<file path="src/rtl/lfsr_prng_if.sv">
// Bus bundle for lfsr_prng: step/seed controls in, register contents and seed-match flag out.
interface lfsr_prng_if #(
    parameter int unsigned NUM_BITS = 8
);
    logic                i_Enable;
    logic                i_Seed_DV;
    logic [NUM_BITS-1:0] i_Seed_Data;
    logic [NUM_BITS-1:0] o_LFSR_Data;
    logic                o_LFSR_Done;

    modport master (
        output i_Enable,
        output i_Seed_DV,
        output i_Seed_Data,
        input  o_LFSR_Data,
        input  o_LFSR_Done
    );

    modport slave (
        input  i_Enable,
        input  i_Seed_DV,
        input  i_Seed_Data,
        output o_LFSR_Data,
        output o_LFSR_Done
    );
endinterface

</file>
<file path="src/rtl/lfsr_prng.sv">
// Fibonacci XNOR LFSR with loadable seed; o_LFSR_Done flags register == seed.
// Maximal-length tap sets for widths 3..32, 64 and 128.
module lfsr_prng #(
    parameter int unsigned NUM_BITS = 8
) (
    input  logic        i_Clk,
    input  logic        i_Rst,
    lfsr_prng_if.slave  bus
);
    localparam int unsigned MAX_BITS = 128;

    function automatic logic [MAX_BITS-1:0] tap(input int unsigned k);
        return MAX_BITS'(1) << (k - 1);
    endfunction

    // Tap k maps to register bit k-1; an all-zero mask marks an unsupported width.
    function automatic logic [MAX_BITS-1:0] tap_mask(input int unsigned n);
        logic [MAX_BITS-1:0] m;
        m = '0;
        case (n)
            3:   m = tap(3)   | tap(2);
            4:   m = tap(4)   | tap(3);
            5:   m = tap(5)   | tap(3);
            6:   m = tap(6)   | tap(5);
            7:   m = tap(7)   | tap(6);
            8:   m = tap(8)   | tap(6)   | tap(5)   | tap(4);
            9:   m = tap(9)   | tap(5);
            10:  m = tap(10)  | tap(7);
            11:  m = tap(11)  | tap(9);
            12:  m = tap(12)  | tap(6)   | tap(4)   | tap(1);
            13:  m = tap(13)  | tap(4)   | tap(3)   | tap(1);
            14:  m = tap(14)  | tap(5)   | tap(3)   | tap(1);
            15:  m = tap(15)  | tap(14);
            16:  m = tap(16)  | tap(15)  | tap(13)  | tap(4);
            17:  m = tap(17)  | tap(14);
            18:  m = tap(18)  | tap(11);
            19:  m = tap(19)  | tap(6)   | tap(2)   | tap(1);
            20:  m = tap(20)  | tap(17);
            21:  m = tap(21)  | tap(19);
            22:  m = tap(22)  | tap(21);
            23:  m = tap(23)  | tap(18);
            24:  m = tap(24)  | tap(23)  | tap(22)  | tap(17);
            25:  m = tap(25)  | tap(22);
            26:  m = tap(26)  | tap(6)   | tap(2)   | tap(1);
            27:  m = tap(27)  | tap(5)   | tap(2)   | tap(1);
            28:  m = tap(28)  | tap(25);
            29:  m = tap(29)  | tap(27);
            30:  m = tap(30)  | tap(6)   | tap(4)   | tap(1);
            31:  m = tap(31)  | tap(28);
            32:  m = tap(32)  | tap(22)  | tap(2)   | tap(1);
            64:  m = tap(64)  | tap(63)  | tap(61)  | tap(60);
            128: m = tap(128) | tap(126) | tap(101) | tap(99);
            default: m = '0;
        endcase
        return m;
    endfunction

    localparam logic [MAX_BITS-1:0] TAP_MASK = tap_mask(NUM_BITS);

    generate
        if (TAP_MASK == '0) begin : g_bad_width
            $error("lfsr_prng: unsupported NUM_BITS %0d", NUM_BITS);
        end
    endgenerate

    localparam logic [NUM_BITS-1:0] TAPS = TAP_MASK[NUM_BITS-1:0];

    logic [NUM_BITS-1:0] r_lfsr;
    logic                w_fb;

    // XNOR feedback: all-ones is the lock-up state, zero is legal.
    assign w_fb = ~^(r_lfsr & TAPS);

    always_ff @(posedge i_Clk) begin
        if (i_Rst) begin
            r_lfsr <= '0;
        end else if (bus.i_Enable) begin
            if (bus.i_Seed_DV) begin
                r_lfsr <= bus.i_Seed_Data;
            end else begin
                r_lfsr <= {r_lfsr[NUM_BITS-2:0], w_fb};
            end
        end
    end

    assign bus.o_LFSR_Data = r_lfsr;
    assign bus.o_LFSR_Done = (r_lfsr == bus.i_Seed_Data);
endmodule

</file>
<file path="src/flat_wrapper.sv">
// flat-port wrapper written by rule: the top's interface ports become plain ports
module lfsr_prng_flat 
#(
    parameter int unsigned NUM_BITS = 8
)
  (i_Clk, i_Rst, bus_i_Enable, bus_i_Seed_DV, bus_i_Seed_Data, bus_o_LFSR_Data, bus_o_LFSR_Done);
  lfsr_prng_if #(.NUM_BITS(NUM_BITS)) bus_i ();
  input  logic i_Clk;
  input  logic i_Rst;
  input wire logic [$bits(bus_i.i_Enable)-1:0] bus_i_Enable;
  input wire logic [$bits(bus_i.i_Seed_DV)-1:0] bus_i_Seed_DV;
  input wire logic [$bits(bus_i.i_Seed_Data)-1:0] bus_i_Seed_Data;
  output wire logic [$bits(bus_i.o_LFSR_Data)-1:0] bus_o_LFSR_Data;
  output wire logic [$bits(bus_i.o_LFSR_Done)-1:0] bus_o_LFSR_Done;
  assign bus_i.i_Enable = bus_i_Enable;
  assign bus_i.i_Seed_DV = bus_i_Seed_DV;
  assign bus_i.i_Seed_Data = bus_i_Seed_Data;
  assign bus_o_LFSR_Data = bus_i.o_LFSR_Data;
  assign bus_o_LFSR_Done = bus_i.o_LFSR_Done;
  lfsr_prng #(.NUM_BITS(NUM_BITS)) u_core (.i_Clk(i_Clk), .i_Rst(i_Rst), .bus(bus_i));
endmodule
</file>
<file path="config.mk">
export PLATFORM = sky130hd
export DESIGN_NAME = lfsr_prng_flat
export DESIGN_NICKNAME = d
export VERILOG_FILES = /design/src/rtl/lfsr_prng_if.sv /design/src/rtl/lfsr_prng.sv /design/src/flat_wrapper.sv
export SDC_FILE = /design/constraint.sdc
export NUM_CORES = 1
export LEC_CHECK = 0
export CAP_MARGIN = 20
export CORE_AREA = 5 5 42 44
export DETAILED_ROUTE_END_ITERATION = 10
export DIE_AREA = 0 0 47 49
export PLACE_DENSITY = 0.7
export SYNTH_ARGS = -nofsm -noshare
export SYNTH_HDL_FRONTEND = slang
export SYNTH_SLANG_ARGS = --single-unit
</file>
<file path="constraint.sdc">
create_clock -name i_Clk -period 2 [get_ports i_Clk]
set_clock_uncertainty 0.1 [all_clocks]
set_input_delay 0.2 -clock i_Clk [delete_from_list [all_inputs] [get_ports i_Clk]]
set_output_delay 0.2 -clock i_Clk [all_outputs]
set_load 0.005 [all_outputs]
</file>
Word-level counts from Yosys, hierarchy flattened
Index checks and enable logic that the tools add are counted.
{"block": "word_totals", "in_bits": 12, "elab_cells": 4, "regBits": 8}
{"block": "op_classes", "n_eq_ne": 1, "n_mux": 1, "reduce_logical": 1}
{"cell": "$eq 8x8->1", "n": 1}
{"cell": "$mux 8", "n": 1}
{"cell": "$reduce_xnor 8->1", "n": 1}

Depth between registers and ports, before layout
Gate-level depths: netlist of run 1.
{"block": "logic_depth", "word_depth": 2, "depth_mapped": 4}

Worst setup path before layout of run 1
OpenSTA, ideal clock, no wires.
{"block": "synth_path", "path_kind": "flip-flop to output port", "startpoint": "register u_core.r_lfsr[3] (netlist: u_core.bus.o_LFSR_Data[3])", "endpoint": "output bus_o_LFSR_Done", "arrival_time_ns": 0.768, "slack_ns": 0.932, "stages_incl_launch_ff": 4, "cell_sequence": "dfxtp_1 > xnor2_1 > nand4_1 > nor2_1"}
{"block": "synth_between", "elab_chain_len": 1}
{"item": "start, declared", "line_no": "lfsr_prng.sv:68", "text": "logic [NUM_BITS-1:0] r_lfsr;"}
{"item": "start signal, assigned", "line_no": "lfsr_prng.sv:79", "text": "r_lfsr <= bus.i_Seed_Data;"}
{"item": "start signal, assigned", "line_no": "lfsr_prng.sv:81", "text": "r_lfsr <= {r_lfsr[NUM_BITS-2:0], w_fb};"}
{"item": "$eq 8x8->1", "line_no": "lfsr_prng.sv:87", "text": "assign bus.o_LFSR_Done = (r_lfsr == bus.i_Seed_Data);"}
{"item": "end, declared", "line_no": "flat_wrapper.sv:14", "text": "output wire logic [$bits(bus_i.o_LFSR_Done)-1:0] bus_o_LFSR_Done;"}
No other way between the ends.

Final worst setup path of run 1
{"block": "layout_path", "startpoint": "register u_core.r_lfsr[3] (netlist: u_core.bus.o_LFSR_Data[3])", "endpoint": "output bus_o_LFSR_Data[3]"}
{"item": "end, declared", "line_no": "flat_wrapper.sv:13", "text": "output wire logic [$bits(bus_i.o_LFSR_Data)-1:0] bus_o_LFSR_Data;"}
No word-level cell between the ends.

==> flow_summary_export.csv, run 1 <==
group,metric,value,unit
floorplan,core,1400,um^2
clock_tree,cts_max_path_buffers,2,
clock_tree,htreeDepth,1,
synth,yosysSeqAreaShare,0.329,
timing,fin_tns_setup,0,ns
layout,num-nets-final,89,
layout,drive_gt1_frac,0.147,
routing,drc,0,
worst_setup_path,worstPathRequired,1.70,ns
floorplan,pin_count,21,
timing,fin_crit_sh,0.777,
synth,synth_mux_area_frac,0.144,
synth,synthArstFlopShare,0,
synth,synth_edf_count,0,
synth,synthTopCellsByArea,"dfxtp_1, xnor2_1, mux2i_1, a211oi_1, nor2_1",
synth,synth_compound_area_frac,0.154,
synth,synth_top_area_frac,0.329,
place,port_buffers,20,
clock_tree,cts.sinks,8,
clock_tree,cts_buffers,3,
global_routing,grt-ovfl-total,0,
routing,avgViaCountPerCell,4.89,
synth,synth_ff_type,"dfxtp_1",
timing,rsz0062_at_grt,"false",
place,pre_cts_ws,0.119,ns
global_routing,first_global_vias,444,
layout,synthToLayoutAreaGrowth,53.5,%
synth,yosysMostFrequentCell,"xnor2_1",
global_routing,track_usage,0.116,
place,gp_routability_congestion,0.693,
timing,min_period,1.55,ns
routing,routed_wl,1.20,mm
synth,synth.avg_cell_area,9.54,um^2
run,cap_violations,0,
global_routing,grt_max_degree,13,
routing,first_pass_iters,4,
pwr,power_density,591,nW/um^2
synth,yosysTopAreaCell,"dfxtp_1",
routing,vias,445,
floorplan,fp.dieW,47,um
worst_setup_path,cp_data_arrival_time,1.25,ns
floorplan,start_util,0.347,
floorplan,rows,14,
worst_setup_path,criticalPathCategory,"flip-flop to output pin",
routing,wire_per_inst,13.1,um
synth,synth_cell_types,14,
floorplan,dieArea,2300,um^2
timing,hold_violations,0,
routing,drtIter0Drc,7,
synth,synth-adder-area-share,0,
pwr,ir_worst_vdd,0.290,mV
synth,synth_xor_area_frac,0.213,
timing,setup_viol,0,
global_routing,grt_pass1_wl,1.95,mm
timing,fin_ws,0.446,ns
hold_path,hp-class,"flip-flop to flip-flop",
synth,syn_area,487,um^2
worst_setup_path,path_max_fanout,4,
worst_setup_path,endpoint_kind,"output pin",
global_routing,antenna_found_initial,0,
synth,synth_nets,63,
clock_tree,clk_latency,0.25,ns
synth,syn_inst,51,
timing,relSlewSlack,0.832,
routing,antenna_left,0,
status,status,"complete, no violations",
layout,insertedDiodeCount,0,
timing,tightest_slew,0.252,ns
timing,drv_slew,0,
synth,netlist_top_cells_count,"xnor2_1, dfxtp_1, nor2_1",
synth,synth_simple_gate_area_frac,0.108,
timing,fmax,643,MHz
clock_tree,cts_hold_buf,0,
synth,synth_top_family_by_area,"XOR/XNOR gates",
clock_tree,clockRootBuffer,"clkbuf_4",
clock_tree,clk_pin_slew_worst_paths,0.06,ns
synth,yosysWarnings,0,
pwr,power_leakage,0.309,nW
place,dp_hpwl,956,um
layout,largest_reg_flops,8,
layout,fillers,148,
clock_tree,cts_tree,"done",
synth,synth-seq-cells,8,
worst_setup_path,start_kind,"flip-flop",
pwr,power,441,uW
floorplan,die_h,49,um
final timing paths:
kind                                                              from                                      to  slack (ns)  cells after the start
worst max-delay path            u_core.bus.o_LFSR_Data[3]$_SDFFE_PP0P_                      bus_o_LFSR_Data[3]        0.45                      2
worst min register to register  u_core.bus.o_LFSR_Data[5]$_SDFFE_PP0P_  u_core.bus.o_LFSR_Data[5]$_SDFFE_PP0P_        0.42                      2
worst min-delay path            u_core.bus.o_LFSR_Data[5]$_SDFFE_PP0P_  u_core.bus.o_LFSR_Data[5]$_SDFFE_PP0P_        0.42                      2
worst max register to register  u_core.bus.o_LFSR_Data[3]$_SDFFE_PP0P_  u_core.bus.o_LFSR_Data[0]$_SDFFE_PP0P_        0.89                      4
critical path, cell delays in order (launching register included):
cell and delay [ns]:
dfxtp_1 0.36, buf_4 0.15, clkdlybuf4s50_1 0.50
cells in the final DEF (no fill, tap or decap):
| master | synthesis | final |
|---|---|---|
| a211oi_1 | 7 | 7 |
| a31oi_1 | 1 | 1 |
| and4b_1 | 1 | 1 |
| buf_4 | 1 | 4 |
| clkbuf_4 | 0 | 3 |
| clkdlybuf4s50_1 | 0 | 19 |
| dfxtp_1 | 8 | 6 |
| dfxtp_2 | 0 | 2 |
| dlymetal6s2s_1 | 0 | 1 |
| inv_1 | 2 | 2 |
| mux2i_1 | 7 | 7 |
| nand4_1 | 2 | 2 |
| nor2_1 | 8 | 8 |
| o41ai_2 | 1 | 1 |
| xnor2_1 | 9 | 9 |
| xnor2_2 | 1 | 1 |
| xor2_1 | 1 | 1 |
metal layers:
metal | share of wire | wire, um | global-route usage
met5 | 0 | 0 | 0
met4 | 0 | 0 | 0.0415
met2 | 0.50 | 593 | 0.176
met3 | 0.057 | 68 | 0.0369
met1 | 0.45 | 534 | 0.148
cell families (layout without fill, tap and decap cells):
logic type,Yosys count,in the layout
xor+xnor,11,11
compound gates,9,9
buf+inv,5,29
mux,7,7
flops,8,8
simple gates,11,11
final cells by class:
class | instances | area, um^2 | area share
Multi-Input combinational cell | 38 | 302 | 0.404
Clock buffer | 3 | 22.5 | 0.0302
Timing Repair Buffer | 24 | 233 | 0.312
Tap cell | 16 | 20.0 | 0.0268
Sequential cell | 8 | 163 | 0.218
Inverter | 2 | 7.51 | 0.0101
power by group:
part / internal (mW) / leakage [nW] / switching (mW)
Combinational: 0.0812 / 0.228 / 0.0472
Sequential: 0.173 / 0.0669 / 0.0163
Clock: 0.0687 / 0.0138 / 0.0554
Total: 0.323 / 0.309 / 0.119
what timing repair did:
item	4_1_cts	5_1_grt
setup buffers	0	0
gates resized for setup	0	3
setup endpoints to repair	0	1
metrics by stage:
stage / hold WS [ns] / instances / utilization / area (um^2)
6_report: 0.424 / 91 / 0.533 / 747
5_1_grt: 0.457 / 91 / 0.533 / 747
4_1_cts: 0.433 / 91 / 0.529 / 742
3_5_place_dp: 0.424 / 88 / 0.513 / 719
3_3_place_gp: 0.416 / 88 / 0.513 / 719
2_1_floorplan: 0.276 / 51 / - / 487
Power figures use the tool's default switching activity.
==> run 2: changes to the inputs <==
CORE_AREA = default   (was 5 5 42 44)
CORE_MARGIN = 5   (was default)
CORE_UTILIZATION = 35   (was default)
DIE_AREA = default   (was 0 0 47 49)
clock period = 1.3 ns   (was 2 ns; I/O delays follow)
==> run 2 against run 1 <==
  * The run now ends with setup timing left
  * Non-clock buffer count rose by 9
  * Critical path depth rose by 2
  * Die area fell by 2.9%
  * Critical path type unchanged
==> flow_summary_export.csv, run 2 (synthesis results as in run 1) <==
group,metric,value,unit
status,status,"finished, violations left",
status,violations,"setup timing",
timing,fin_ws,-0.0335,ns
routing,routed_wl,1.30,mm
floorplan,fp.dieW,47.3,um
pwr,power,703,uW
routing,antenna_left,0,
global_routing,antenna_found_initial,0,
timing,rsz0062_at_grt,"true",
clock_tree,clockRootBuffer,"clkbuf_4",
layout,synthToLayoutAreaGrowth,68.9,%
clock_tree,htreeDepth,1,
layout,insertedDiodeCount,0,
clock_tree,clk_pin_slew_worst_paths,0.06,ns
timing,setup_viol,1,
layout,layout_common_cells,"buf_4, dlygate4sd2_1, nor2_1, clkdlybuf4s50_1, dfxtp_2",
floorplan,start_util,0.374,
timing,drv_slew,0,
layout,largest_reg_flops,8,
floorplan,dieArea,2240,um^2
clock_tree,cts.sinks,8,
timing,fin_crit_sh,1.03,
floorplan,pin_count,21,
floorplan,die_h,47.3,um
layout,fin_util,0.632,
pwr,power_density,855,nW/um^2
routing,wire_per_inst,13.1,um
hold_path,hp-class,"input port to flip-flop",
worst_setup_path,worstPathRequired,1.07,ns
place,dp_hpwl,1.03,mm
run,cap_violations,0,
clock_tree,post-cts-setup-buffers,0,
worst_setup_path,endpoint_kind,"output pin",
layout,fillers,126,
worst_setup_path,start_kind,"flip-flop",
layout,multi_input_area,317,um^2
routing,avgViaCountPerCell,4.91,
timing,relSlewSlack,0.854,
timing,fin_tns_setup,-0.0335,ns
place,port_buffers,20,
clock_tree,cts_hold_buf,0,
clock_tree,cts_buffers,3,
layout,final_common_cell,"buf_4",
worst_setup_path,criticalPathCategory,"flip-flop to output pin",
timing,fmax,750,MHz
layout,drive_gt1_frac,0.345,
routing,first_pass_iters,4,
pwr,ir_worst_vdd,0.590,mV
place,gp_routability_congestion,0.744,
global_routing,grt-ovfl-total,0,
pwr,power_leakage,0.398,nW
layout,ff_latch_area,170,um^2
clock_tree,cts_max_path_buffers,2,
routing,drc,0,
global_routing,grt_pass1_wl,2.15,mm
timing,min_period,1.33,ns
clock_tree,cts_tree,"done",
clock_tree,clk_latency,0.25,ns
layout,num-nets-final,98,
timing,hold_violations,0,
routing,drtIter0Drc,6,
routing,vias,486,
timing,tightest_slew,0.216,ns
worst_setup_path,path_max_fanout,2,
floorplan,core,1300,um^2
global_routing,track_usage,0.142,
global_routing,grt_max_degree,13,
worst_setup_path,cp_data_arrival_time,1.10,ns
floorplan,rows,13,
global_routing,first_global_vias,491,
-- run 2: worst max-delay path, stage by stage (launching register included) --
cell and delay, ns:
dfxtp_2 0.34, xnor2_2 0.15, nand4_1 0.12, nor2_1 0.13, buf_2 0.12
-- run 2: layout make-up --
class | instances | share of cell area
repair buffers | 33 | 0.349
inverters | 2 | 0.00913
flip-flops and latches | 8 | 0.207
clock buffers | 3 | 0.0274
well taps | 15 | 0.0228
multi-input cells | 38 | 0.385
-- run 2: power by group --
group | switching (mW) | internal [mW]
clock | 0.0850 | 0.106
sequential | 0.0149 | 0.269
combinational | 0.0906 | 0.138
-- run 2: worst paths after layout --
| kind | start | endpoint | slack [ns] | cells past startpoint |
|---|---|---|---|---|
| hold / removal | bus_i_Seed_Data[6] | u_core.bus.o_LFSR_Data[6]$_SDFFE_PP0P_ | 0.20 | 3 |
| setup / recovery | u_core.bus.o_LFSR_Data[5]$_SDFFE_PP0P_ | bus_o_LFSR_Done | -0.03 | 4 |
| hold reg to reg | u_core.bus.o_LFSR_Data[0]$_SDFFE_PP0P_ | u_core.bus.o_LFSR_Data[0]$_SDFFE_PP0P_ | 0.51 | 3 |
| setup reg to reg | u_core.bus.o_LFSR_Data[5]$_SDFFE_PP0P_ | u_core.bus.o_LFSR_Data[0]$_SDFFE_PP0P_ | 0.16 | 4 |
-- run 2: routing by layer --
layer,vias to the layer above,track usage,part of all wire
met5,-,0,0
met4,0,0.0829,0.015
met3,2,0.0307,0.070
met2,15,0.211,0.48
met1,220,0.185,0.44
li1,249,-,-
-- run 2: timing repair --
action,in CTS,in global routing
pin swaps,3,3
setup endpoints to repair,9,1
gates resized for setup,20,5
-- run 2: per-stage QoR --
step,area [um^2],std cells,setup WS [ns],hold slack (ns)
after CTS,808,99,-0.153,0.292
after detailed placement,786,96,-0.453,0.515
final,822,99,-0.0335,0.201
after floorplan,487,51,0.272,0.206
after global placement,786,96,-0.479,0.516
after global routing,822,99,-0.117,0.230
